[src/rtl/timer_apb_regs_if.sv]
// rtl/timer_apb_regs_if.sv - APB bus bundle between a bus master and the timer register block.
interface timer_apb_regs_if #(
  parameter int ADDR_W = 8
) ();
  logic              psel;
  logic              penable;
  logic              pwrite;
  logic [ADDR_W-1:0] paddr;
  logic [7:0]        pwdata;
  logic [7:0]        prdata;
  logic              pready;
  logic              pslverr;

  modport master (
    output psel, penable, pwrite, paddr, pwdata,
    input  prdata, pready, pslverr
  );

  modport slave (
    input  psel, penable, pwrite, paddr, pwdata,
    output prdata, pready, pslverr
  );
endinterface

[src/rtl/timer_apb_regs.sv]
// rtl/timer_apb_regs.sv - APB slave holding the timer TDR/TCR/TSR registers and exposing TCNT.
// Bus phases are tracked by a four-state FSM; writes commit on the edge that ends ACCESS.
module timer_apb_regs #(
  parameter int ADDR_W      = 8,
  parameter int WAIT_STATES = 1
) (
  input  logic                  pclk,
  input  logic                  preset,
  timer_apb_regs_if.slave       apb,
  input  logic [7:0]            tcnt,
  input  logic                  ovf_set,
  input  logic                  udf_set,
  output logic [7:0]            tdr,
  output logic [7:0]            tcr,
  output logic                  load
);

  typedef enum logic [1:0] {
    IDLE   = 2'd0,
    SETUP  = 2'd1,
    WAIT   = 2'd2,
    ACCESS = 2'd3
  } state_t;

  state_t            state;
  state_t            state_n;
  logic [1:0]        wcnt;
  logic [ADDR_W-1:0] addr_q;
  logic              wr_q;
  logic [7:0]        wdata_q;
  logic [7:0]        tdr_q;
  logic [6:0]        tcr_q;
  logic [1:0]        tsr_q;
  logic [7:0]        prdata_q;
  logic              load_q;

  logic              addr_ok;
  logic              commit;
  logic              wr_tdr;
  logic              wr_tcr;
  logic              wr_tsr;
  logic [7:0]        rd_val;

  always_comb begin
    state_n = state;
    case (state)
      IDLE: begin
        if (apb.psel && !apb.penable) state_n = SETUP;
      end
      SETUP: begin
        if (!apb.psel)
          state_n = IDLE;
        else if (apb.penable)
          state_n = (WAIT_STATES == 0) ? ACCESS : WAIT;
      end
      WAIT: begin
        if (!apb.psel)
          state_n = IDLE;
        else if (wcnt == 2'(WAIT_STATES - 1))
          state_n = ACCESS;
      end
      ACCESS: begin
        state_n = (apb.psel && !apb.penable) ? SETUP : IDLE;
      end
      default: state_n = IDLE;
    endcase
  end

  // Only addresses 0x00..0x03 decode; anything with upper bits set is an error.
  assign addr_ok = (addr_q[ADDR_W-1:2] == '0);
  assign commit  = (state == ACCESS) && wr_q && addr_ok;
  assign wr_tdr  = commit && (addr_q[1:0] == 2'd0);
  assign wr_tcr  = commit && (addr_q[1:0] == 2'd1);
  assign wr_tsr  = commit && (addr_q[1:0] == 2'd2);

  always_comb begin
    rd_val = 8'h00;
    if (addr_ok) begin
      case (addr_q[1:0])
        2'd0:    rd_val = tdr_q;
        2'd1:    rd_val = {1'b0, tcr_q};
        2'd2:    rd_val = {6'b0, tsr_q};
        default: rd_val = tcnt;
      endcase
    end
  end

  always_ff @(posedge pclk) begin
    if (preset) begin
      state    <= IDLE;
      wcnt     <= 2'd0;
      addr_q   <= '0;
      wr_q     <= 1'b0;
      wdata_q  <= 8'h00;
      tdr_q    <= 8'h00;
      tcr_q    <= 7'h00;
      tsr_q    <= 2'b00;
      prdata_q <= 8'h00;
      load_q   <= 1'b0;
    end else begin
      state <= state_n;
      wcnt  <= (state == WAIT) ? wcnt + 2'd1 : 2'd0;
      // Address phase is latched whenever the FSM (re)enters SETUP.
      if (state_n == SETUP) begin
        addr_q  <= apb.paddr;
        wr_q    <= apb.pwrite;
        wdata_q <= apb.pwdata;
      end
      prdata_q <= (state_n == ACCESS) ? rd_val : 8'h00;
      load_q   <= wr_tcr && wdata_q[7];
      if (wr_tdr) tdr_q <= wdata_q;
      if (wr_tcr) tcr_q <= wdata_q[6:0];
      // Set inputs are OR-ed in after the clear so a coincident event wins.
      tsr_q <= (tsr_q & ~(wr_tsr ? wdata_q[1:0] : 2'b00)) | {udf_set, ovf_set};
    end
  end

  assign apb.prdata  = prdata_q;
  assign apb.pready  = (state == ACCESS);
  assign apb.pslverr = (state == ACCESS) && !addr_ok;
  assign tdr         = tdr_q;
  assign tcr         = {1'b0, tcr_q};
  assign load        = load_q;

endmodule

[src/flat_wrapper.sv]
// flat-port wrapper written by rule: the top's interface ports become plain ports
module timer_apb_regs_flat 
#(
  parameter int ADDR_W      = 8,
  parameter int WAIT_STATES = 1
)
  (pclk, preset, tcnt, ovf_set, udf_set, tdr, tcr, load, apb_psel, apb_penable, apb_pwrite, apb_paddr, apb_pwdata, apb_prdata, apb_pready, apb_pslverr);
  timer_apb_regs_if #(.ADDR_W(ADDR_W)) apb_i ();
  input  logic pclk;
  input  logic preset;
  input  logic [7:0] tcnt;
  input  logic ovf_set;
  input  logic udf_set;
  output logic [7:0] tdr;
  output logic [7:0] tcr;
  output logic load;
  input wire logic [$bits(apb_i.psel)-1:0] apb_psel;
  input wire logic [$bits(apb_i.penable)-1:0] apb_penable;
  input wire logic [$bits(apb_i.pwrite)-1:0] apb_pwrite;
  input wire logic [$bits(apb_i.paddr)-1:0] apb_paddr;
  input wire logic [$bits(apb_i.pwdata)-1:0] apb_pwdata;
  output wire logic [$bits(apb_i.prdata)-1:0] apb_prdata;
  output wire logic [$bits(apb_i.pready)-1:0] apb_pready;
  output wire logic [$bits(apb_i.pslverr)-1:0] apb_pslverr;
  assign apb_i.psel = apb_psel;
  assign apb_i.penable = apb_penable;
  assign apb_i.pwrite = apb_pwrite;
  assign apb_i.paddr = apb_paddr;
  assign apb_i.pwdata = apb_pwdata;
  assign apb_prdata = apb_i.prdata;
  assign apb_pready = apb_i.pready;
  assign apb_pslverr = apb_i.pslverr;
  timer_apb_regs #(.ADDR_W(ADDR_W), .WAIT_STATES(WAIT_STATES)) u_core (.pclk(pclk), .preset(preset), .apb(apb_i), .tcnt(tcnt), .ovf_set(ovf_set), .udf_set(udf_set), .tdr(tdr), .tcr(tcr), .load(load));
endmodule
[config.mk]
export PLATFORM = sky130hd
export DESIGN_NAME = timer_apb_regs_flat
export DESIGN_NICKNAME = d
export VERILOG_FILES = /design/src/rtl/timer_apb_regs_if.sv /design/src/rtl/timer_apb_regs.sv /design/src/flat_wrapper.sv
export SDC_FILE = /design/constraint.sdc
export NUM_CORES = 1
export LEC_CHECK = 0
export CAP_MARGIN = 20
export CORE_MARGIN = 2
export CORE_UTILIZATION = 35
export DETAILED_ROUTE_END_ITERATION = 6
export RECOVER_POWER = 100
export SLEW_MARGIN = 20
export SYNTH_ARGS = -nofsm -noshare
export SYNTH_HDL_FRONTEND = slang
export SYNTH_SLANG_ARGS = --single-unit
[constraint.sdc]
create_clock -name pclk -period 2.5 [get_ports pclk]
set_input_delay 0.375 -clock pclk [delete_from_list [all_inputs] [get_ports pclk]]
set_output_delay 0.375 -clock pclk [all_outputs]
set_load 0.02 [all_outputs]
# ---- Word-level counts from Yosys, hierarchy flattened
# Index checks and enable logic that the tools add are counted.
dict set report word_totals {
  regBits 47
  wordCells 49
}
dict set report op_classes {
  n_addsub 1
  eq_ne 7
  mux 9
  bitwise 6
  reduce_logical 16
}
# cell count
set op_table {}
lappend op_table {{$pmux 8 s3} 1}
lappend op_table {{$mux 2} 6}
lappend op_table {{$eq 2x2->1 const B} 4}
lappend op_table {{$logic_and 1x1->1} 8}
lappend op_table {{$pmux 2 s4} 1}
lappend op_table {{$eq 2x1->1 const B} 3}
lappend op_table {{$logic_not 2->1} 3}
lappend op_table {{$logic_not 6->1} 1}
lappend op_table {{$not 1->1} 3}
lappend op_table {{$reduce_or 3->1} 1}
lappend op_table {{$add 2x1->2 const B} 1}
lappend op_table {{$and 2x2->2} 1}
lappend op_table {{$logic_not 1->1} 2}
lappend op_table {{$not 2->2} 1}
lappend op_table {{$or 2x2->2} 1}
lappend op_table {{$reduce_or 2->1} 1}
lappend op_table {{$mux 1} 1}

# ---- Logic depth before layout (Yosys ltp)
# Gate-level depths: netlist (run 1).
dict set report logic_depth {
  ltp_word 8
  ltp_mapped 6
  mapped_depth_nobuf 5
}

# ---- Worst setup path before layout (run 1)
# No wires, ideal clock.
dict set report synth_path {
  path_kind {flip-flop to flip-flop}
  start {reg u_core.addr_q[2]}
  end {reg u_core.prdata_q[0] (netlist: u_core.apb.prdata[0])}
  arrival_ns 1.592
  required_time_ns 2.435
  slack_ns 0.843
  path_stages_with_launch 5
  synth_period_minus_slack_ns 1.657
  path_cell_list {dfxtp_1 -> or4_4 -> or4_4 -> buf_6 -> nor2b_1}
}
dict set report synth_via {
  elab_chain_cells 3
}
# item line
set synth_rtl {}
lappend synth_rtl {{start, declared} timer_apb_regs.sv:28} ;# logic [ADDR_W-1:0] addr_q;
lappend synth_rtl {{start signal, assigned} timer_apb_regs.sv:105} ;# addr_q <= apb.paddr;
lappend synth_rtl {{$logic_not 6->1} timer_apb_regs.sv:70} ;# assign addr_ok = (addr_q[ADDR_W-1:2] == '0);
lappend synth_rtl {{$not 1->1 (no source line)} n/a}
lappend synth_rtl {{$reduce_or 3->1 (no source line)} n/a}
lappend synth_rtl {{end signal, assigned} timer_apb_regs.sv:109} ;# prdata_q <= (state_n == ACCESS) ? rd_val : 8'h00;
lappend synth_rtl {{end, declared} timer_apb_regs.sv:34} ;# logic [7:0] prdata_q;
# Every way passes these cells.
# A chain may end at the register's enable or synchronous reset.

# ---- Worst setup path in the final report (run 1)
dict set report layout_path {
  start {reg u_core.addr_q[2]}
  end {out apb_pslverr}
}
dict set report layout_via {
  elab_chain_cells 3
}
# item line
set layout_rtl {}
lappend layout_rtl {{$logic_not 6->1} timer_apb_regs.sv:70}
lappend layout_rtl {{$logic_not 1->1} timer_apb_regs.sv:120} ;# assign apb.pslverr = (state == ACCESS) && !addr_ok;
lappend layout_rtl {{$logic_and 1x1->1} timer_apb_regs.sv:120}
lappend layout_rtl {{end, declared} flat_wrapper.sv:24} ;# output wire logic [$bits(apb_i.pslverr)-1:0] apb_pslverr;
# Every way passes these cells.

==> results.toml, run 1 <==
[yosys]
synth-main-ff-cell = "dfxtp_1"
synthSimpleGateAreaFrac = 0.227
synth_edf_count = 0
synth_mux_area_frac = 0.124
async_flop_share = 0
synth_area_mm2 = 0.00202
ys.warnings.count = 0
synth.avg_cell_area_um2 = 9.44
ys_seq_area_frac = 0.466
synth_compound_area_frac = 0.128
ys_types = 32
synth_xor_area_frac = 0
yosys.area.top_type = "dfxtp_1"
synth_top_area_share = 0.466
synthCells = 214
synth_most_common_cell = "dfxtp_1"
syn_nets = 246
synth_top_family_by_area = "simple AND/OR/NAND/NOR gates"
synth.area.top_cells = "dfxtp_1 (47%), nand2b_1 (8.0%), mux2i_1 (7.4%)"
synth_common_cells = "dfxtp_1 (47), nand2b_1 (26), a21oi_1 (21)"
ys_ff_latch = 47
synthAdderAreaFrac = 0.00619

[grt]
grt_start_max_net_pins = 45
antenna_found_initial = 0
grt_pass1_vias = 1624
overflow = 0
track_usage = 0.160
grt_pass1_wl_um = 7950

[placed_design]
gp_congestion = 0.723
port_buffers = 56
dpl.hpwl_um = 3400

[sta]
fmax_mhz = 469
hold_viol_final = 0
rsz0062_at_grt = "no"
finalCritPeriodShare = 0.853
skew_ns = 0.00397
setup_violations = 0
finalCriticalPeriod_ns = 2.13
fin_hold_ws_ns = 0.427
finalMaxSlewViolations = 0
slew_headroom = 0.485
fin_setup_tns_ns = 0
tightest_slew_ns = 0.773

[critical_path]
start_kind = "flop"
cp-end-kind = "output port"
crit_buf_inv = 1
rr_endpoint = "u_core.tcr_q[0]"
timing.rr.start = "u_core.addr_q[2]"
timing_worst_setup_path_type = "flop to output port"
worstPathMaxFanout = 3
critPathLaunch = "u_core.addr_q[2]"
cp_data_arrival_time_ns = 1.76
rr_worst_depth = 3
critical-path-slowest-cell = "dlygate4sd3_1"
critPathTopFamily = "buffers and inverters"
crit_required_ns = 2.12
reg2reg_slack_ns = 0.61
crit_path_max_incr_delay_ns = 0.66
crit_chain = "nor4_1 -> a21oi_1 -> dlygate4sd3_1"

[drt]
first_pass_iters = 4
drt.antenna.violating_nets = 0
vias = 1642
avgRoutedWirePerCell_um = 14.0
detail_route.vias_per_cell = 4.83
wirelength_um = 4760
drtIter0Drc = 55
drcViolationCount = 0

[power_and_ir_drop]
p_leak_nw = 1.04
cellPowerDensity_mw_per_mm2 = 513
ir_worst_vdd_mv = 0.310
switching_power_uw = 309
p_comb_frac = 0.093
p_int_mw = 1.09
seqPwrFrac = 0.555
clkPwrFrac = 0.351
p_sw_frac = 0.221

[final_layout]
nets = 299
syn_to_final_growth_pct = 35.1
fill_cells = 544
diodes = 0
drive_gt1_frac = 0.0784

[cts]
cts_setup_buffers = 0
cts_buffer_depth = 2
htree_levels = 2
cts_resized = 0
clk_pin_slew_ns = 0.08
clock-sinks = 47
tritoncts = "yes"
cts_buffers = 5
cts_root_buf = "clkbuf_8"
cts_hold_buf = 0
clk_latency_ns = 0.29

[floorplan]
ios = 58
start_util = 0.365
die_area_mm2 = 0.00640
die_width_um = 80.0
core-area_mm2 = 0.00554
rows = 27
die_h_um = 80.0

[worst_hold_path]
worstHoldEndpoint = "u_core.wcnt[0]"
hold_depth = 1
min-delay-path-class = "flop to flop"
min_from = "u_core.wcnt[0]"

[run_status]
status = "completed"

[run]
cap_violations = 0
worst register-to-register path, stage by stage, from the launching register on:
cell,delay [ns]
dfxtp_1,0.32
or4_1,0.61
nor4_4,0.63
mux2i_1,0.26
worst max path at each step:
stage,cells after the start,slack [ns],endpoint
final,3,0.37,apb_pslverr
after global routing,3,0.28,apb_pslverr
after CTS,3,0.43,apb_pslverr
after detailed placement,3,0.68,u_core.tcr_q[0]
after global placement,3,0.71,u_core.tcr_q[3]
after floorplan,4,0.84,u_core.apb.prdata[0]
cell usage in the layout (no fill, tap or decap):
cell type        synthesis  routed
buf_4                    1       4
clkbuf_8                 0       7
dlygate4sd3_1            0      27
a21oi_2                  1       1
nor4_4                   1       1
nand4_1                  1       1
nand2b_1                26      26
nand3_1                 18      18
nor4_1                   2       2
o21bai_1                 2       2
or4_1                    0       2
nor2_1                   8       8
clkbuf_1                15       4
conb_1                   1       1
nor3b_1                  1       1
nand2_1                  2       2
nor4bb_1                 3       3
nor4b_1                  1       1
ha_1                     1       1
clkdlybuf4s50_1          0      29
mux2i_1                 15      15
nand3b_1                 2       2
nor3_1                   1       1
a22oi_1                  5       5
mux2_2                   5       5
o21a_1                   1       1
or2_2                    1       1
a21oi_1                 21      21
dfxtp_1                 47      47
nor2b_1                  4       4
o21ai_0                 17      17
mux4_2                   2       2
inv_1                    5       5
nand4b_1                 1       1
power by group through the flow:
| stage | Sequential (mW) | Combinational, mW | Clock [mW] |
|---|---|---|---|
| floorplan | 0.789 | 0.0729 | 0 |
| global placement | 0.795 | 0.134 | 0 |
| detailed placement | 0.796 | 0.134 | 0 |
| CTS | 0.778 | 0.135 | 0.510 |
| global route | 0.780 | 0.145 | 0.537 |
| finish | 0.778 | 0.131 | 0.492 |
routing by layer:
layer  track usage  vias to the layer above  share of wire
li1              -                      854              -
met3        0.0407                        4          0.045
met4        0.0508                        0          0.014
met2         0.248                       38           0.44
met5             0                        -              0
met1         0.218                      746           0.50
flip-flops by register name, summed over array words and instances (netlist names):
register and flops:
u_core.wr_q 1, u_core.apb.prdata 8, u_core.tcr_q 7, u_core.load 1, u_core.addr_q 8, u_core.wcnt 2, u_core.wdata_q 8, u_core.tsr_q 2
u_core.tdr 8, u_core.state 2
cell families (layout without fill, tap and decap cells):
group           after synthesis  in the layout
simple gates                 74             74
other cells                   1              1
flops                        47             47
compound gates               47             47
buf+inv                      22             76
fa+ha+maj                     1              1
mux                          22             22
metrics by stage:
| step | power [mW] | setup slack (ns) | area [um^2] | util | cells |
|---|---|---|---|---|---|
| final | 1.40 | 0.369 | 2730 | 0.493 | 340 |
| after global placement | 0.930 | 0.712 | 2650 | 0.478 | 332 |
| after CTS | 1.42 | 0.432 | 2750 | 0.496 | 340 |
| after floorplan | 0.862 | 0.843 | 2020 | - | 214 |
| after global routing | 1.46 | 0.285 | 2730 | 0.493 | 340 |
| after detailed placement | 0.930 | 0.678 | 2650 | 0.478 | 332 |
cell type report:
type                    instances  area [um^2]  share of cell area
well taps                      72         90.1              0.0330
multi-input cells             145          978               0.358
repair buffers                 63          602               0.220
inverters                       5         18.8             0.00687
clock buffers                   8          100              0.0367
flip-flops and latches         47          941               0.345
No activity file was read; power rests on OpenSTA's default activity.
==> inputs of run 2 (changes only) <==
--- a/config.mk
+++ b/config.mk
@@ -6,9 +6,12 @@
 export NUM_CORES = 1
 export LEC_CHECK = 0
 export CAP_MARGIN = 20
+export CELL_PAD_IN_SITES_DETAIL_PLACEMENT = 1
+export CELL_PAD_IN_SITES_GLOBAL_PLACEMENT = 1
 export CORE_MARGIN = 2
 export CORE_UTILIZATION = 35
 export DETAILED_ROUTE_END_ITERATION = 6
+export PLACE_DENSITY_LB_ADDON = 0.1
 export RECOVER_POWER = 100
 export SLEW_MARGIN = 20
 export SYNTH_ARGS = -nofsm -noshare
==> results.toml, run 2 (same netlist as run 1, synthesis figures left out) <==
[sta]
fin_setup_tns_ns = 0
skew_ns = 0.00386
setup_violations = 0
tightest_slew_ns = 0.771
hold_viol_final = 0
rsz0062_at_grt = "no"
finalCritPeriodShare = 0.867
fmax_mhz = 461
finalMaxSlewViolations = 0
finalCriticalPeriod_ns = 2.17
slew_headroom = 0.486

[floorplan]
core-area_mm2 = 0.00554
die_h_um = 80.0
start_util = 0.365
die_area_mm2 = 0.00640
ios = 58
die_width_um = 80.0
rows = 27

[grt]
grt_start_max_net_pins = 45
antenna_found_initial = 0
grt_pass1_vias = 1672
grt_pass1_wl_um = 8530
track_usage = 0.172
overflow = 0

[critical_path]
rr_worst_depth = 3
start_kind = "flop"
rr_endpoint = "u_core.apb.prdata[7]"
timing_worst_setup_path_type = "flop to output port"
cp-end-kind = "output port"
timing.rr.start = "u_core.addr_q[3]"
reg2reg_slack_ns = 0.57
cp_data_arrival_time_ns = 1.79
critPathLaunch = "u_core.addr_q[3]"
crit_required_ns = 2.12
worstPathMaxFanout = 3
crit_path_end = "apb_pslverr"

[power_and_ir_drop]
cellPowerDensity_mw_per_mm2 = 520
p_leak_nw = 1.04
ir_worst_vdd_mv = 0.247
finalPower_mw = 1.42

[cts]
htree_levels = 2
clock-sinks = 47
clk_latency_ns = 0.30
cts_buffer_depth = 2
cts_hold_buf = 0
cts_root_buf = "clkbuf_8"
cts_buffers = 5
cts_resized = 0
clk_pin_slew_ns = 0.09
cts_setup_buffers = 0
tritoncts = "yes"

[placed_design]
placed_cell_area_mm2 = 0.00265
port_buffers = 56
dpl.hpwl_um = 3790
gp_congestion = 0.754

[worst_hold_path]
min-delay-path-class = "flop to flop"

[final_layout]
nets = 299
diodes = 0
regArea_um2 = 941
layout_commonest_cell = "dfxtp_1"
drive_gt1_frac = 0.0746
fin_area_mm2 = 0.00273
multi_input_area_um2 = 975
final_cell_mix = "dfxtp_1 (47), clkdlybuf4s50_1 (29), dlygate4sd3_1 (27)"
syn_to_final_growth_pct = 34.9
fin_util = 0.492
fill_cells = 652

[run]
cap_violations = 0

[drt]
drcViolationCount = 0
avgRoutedWirePerCell_um = 15.4
vias = 1702
wirelength_um = 5230
drt.antenna.violating_nets = 0
drtIter0Drc = 84
detail_route.vias_per_cell = 5.01
first_pass_iters = 4

[run_status]
status = "completed"
run 2: cell count changes in the layout (fill, tap and decap cells not counted):
| cell | change |
|---|---|
| a21oi_1 | +1 |
| a21oi_2 | -1 |
run 2: layout make-up:
type                       count  share of cell area
inverter                       5             0.00688
tap                           72              0.0330
multi-input combinational    145               0.358
sequential                    47               0.345
timing repair buffer          63               0.221
clock buffer                   8              0.0367
run 2: stage by stage:
step | hold slack, ns | setup slack (ns) | cells
after global placement | 0.414 | 0.729 | 332
after floorplan | 0.401 | 0.843 | 214
final | 0.428 | 0.332 | 340
after CTS | 0.430 | 0.422 | 340
after detailed placement | 0.418 | 0.640 | 332
after global routing | 0.472 | 0.265 | 340
run 2: worst max-delay path: stages (launching register included):
cell	delay, ns
dfxtp_1	0.34
nor4_1	0.37
a21oi_1	0.12
dlygate4sd3_1	0.66
run 2: worst min path at each step:
stage / start / to / slack [ns] / cells after the start
floorplan: u_core.wcnt[0] / u_core.wcnt[0] / 0.40 / 1
finish: u_core.wcnt[0] / u_core.wcnt[0] / 0.43 / 1
CTS: u_core.wcnt[0] / u_core.wcnt[0] / 0.43 / 1
detailed placement: u_core.wcnt[0] / u_core.wcnt[0] / 0.42 / 1
global placement: u_core.wcnt[0] / u_core.wcnt[0] / 0.41 / 1
global route: u_core.wcnt[0] / u_core.wcnt[0] / 0.47 / 1
run 2: power breakdown:
| group | internal (mW) | leakage (nW) | switching (mW) |
|---|---|---|---|
| Sequential | 0.764 | 0.381 | 0.0143 |
| Combinational | 0.0755 | 0.612 | 0.0569 |
| Clock | 0.253 | 0.0515 | 0.254 |
run 2: metal layers:
metal  vias to the layer above  routed length (um)  track usage  share of wire
met1                       801                2610        0.239           0.50
met5                         -                   0            0              0
met3                         7                 238       0.0351          0.046
li1                        852                   -            -              -
met4                         0                  62       0.0508          0.012
met2                        42                2320        0.268           0.44
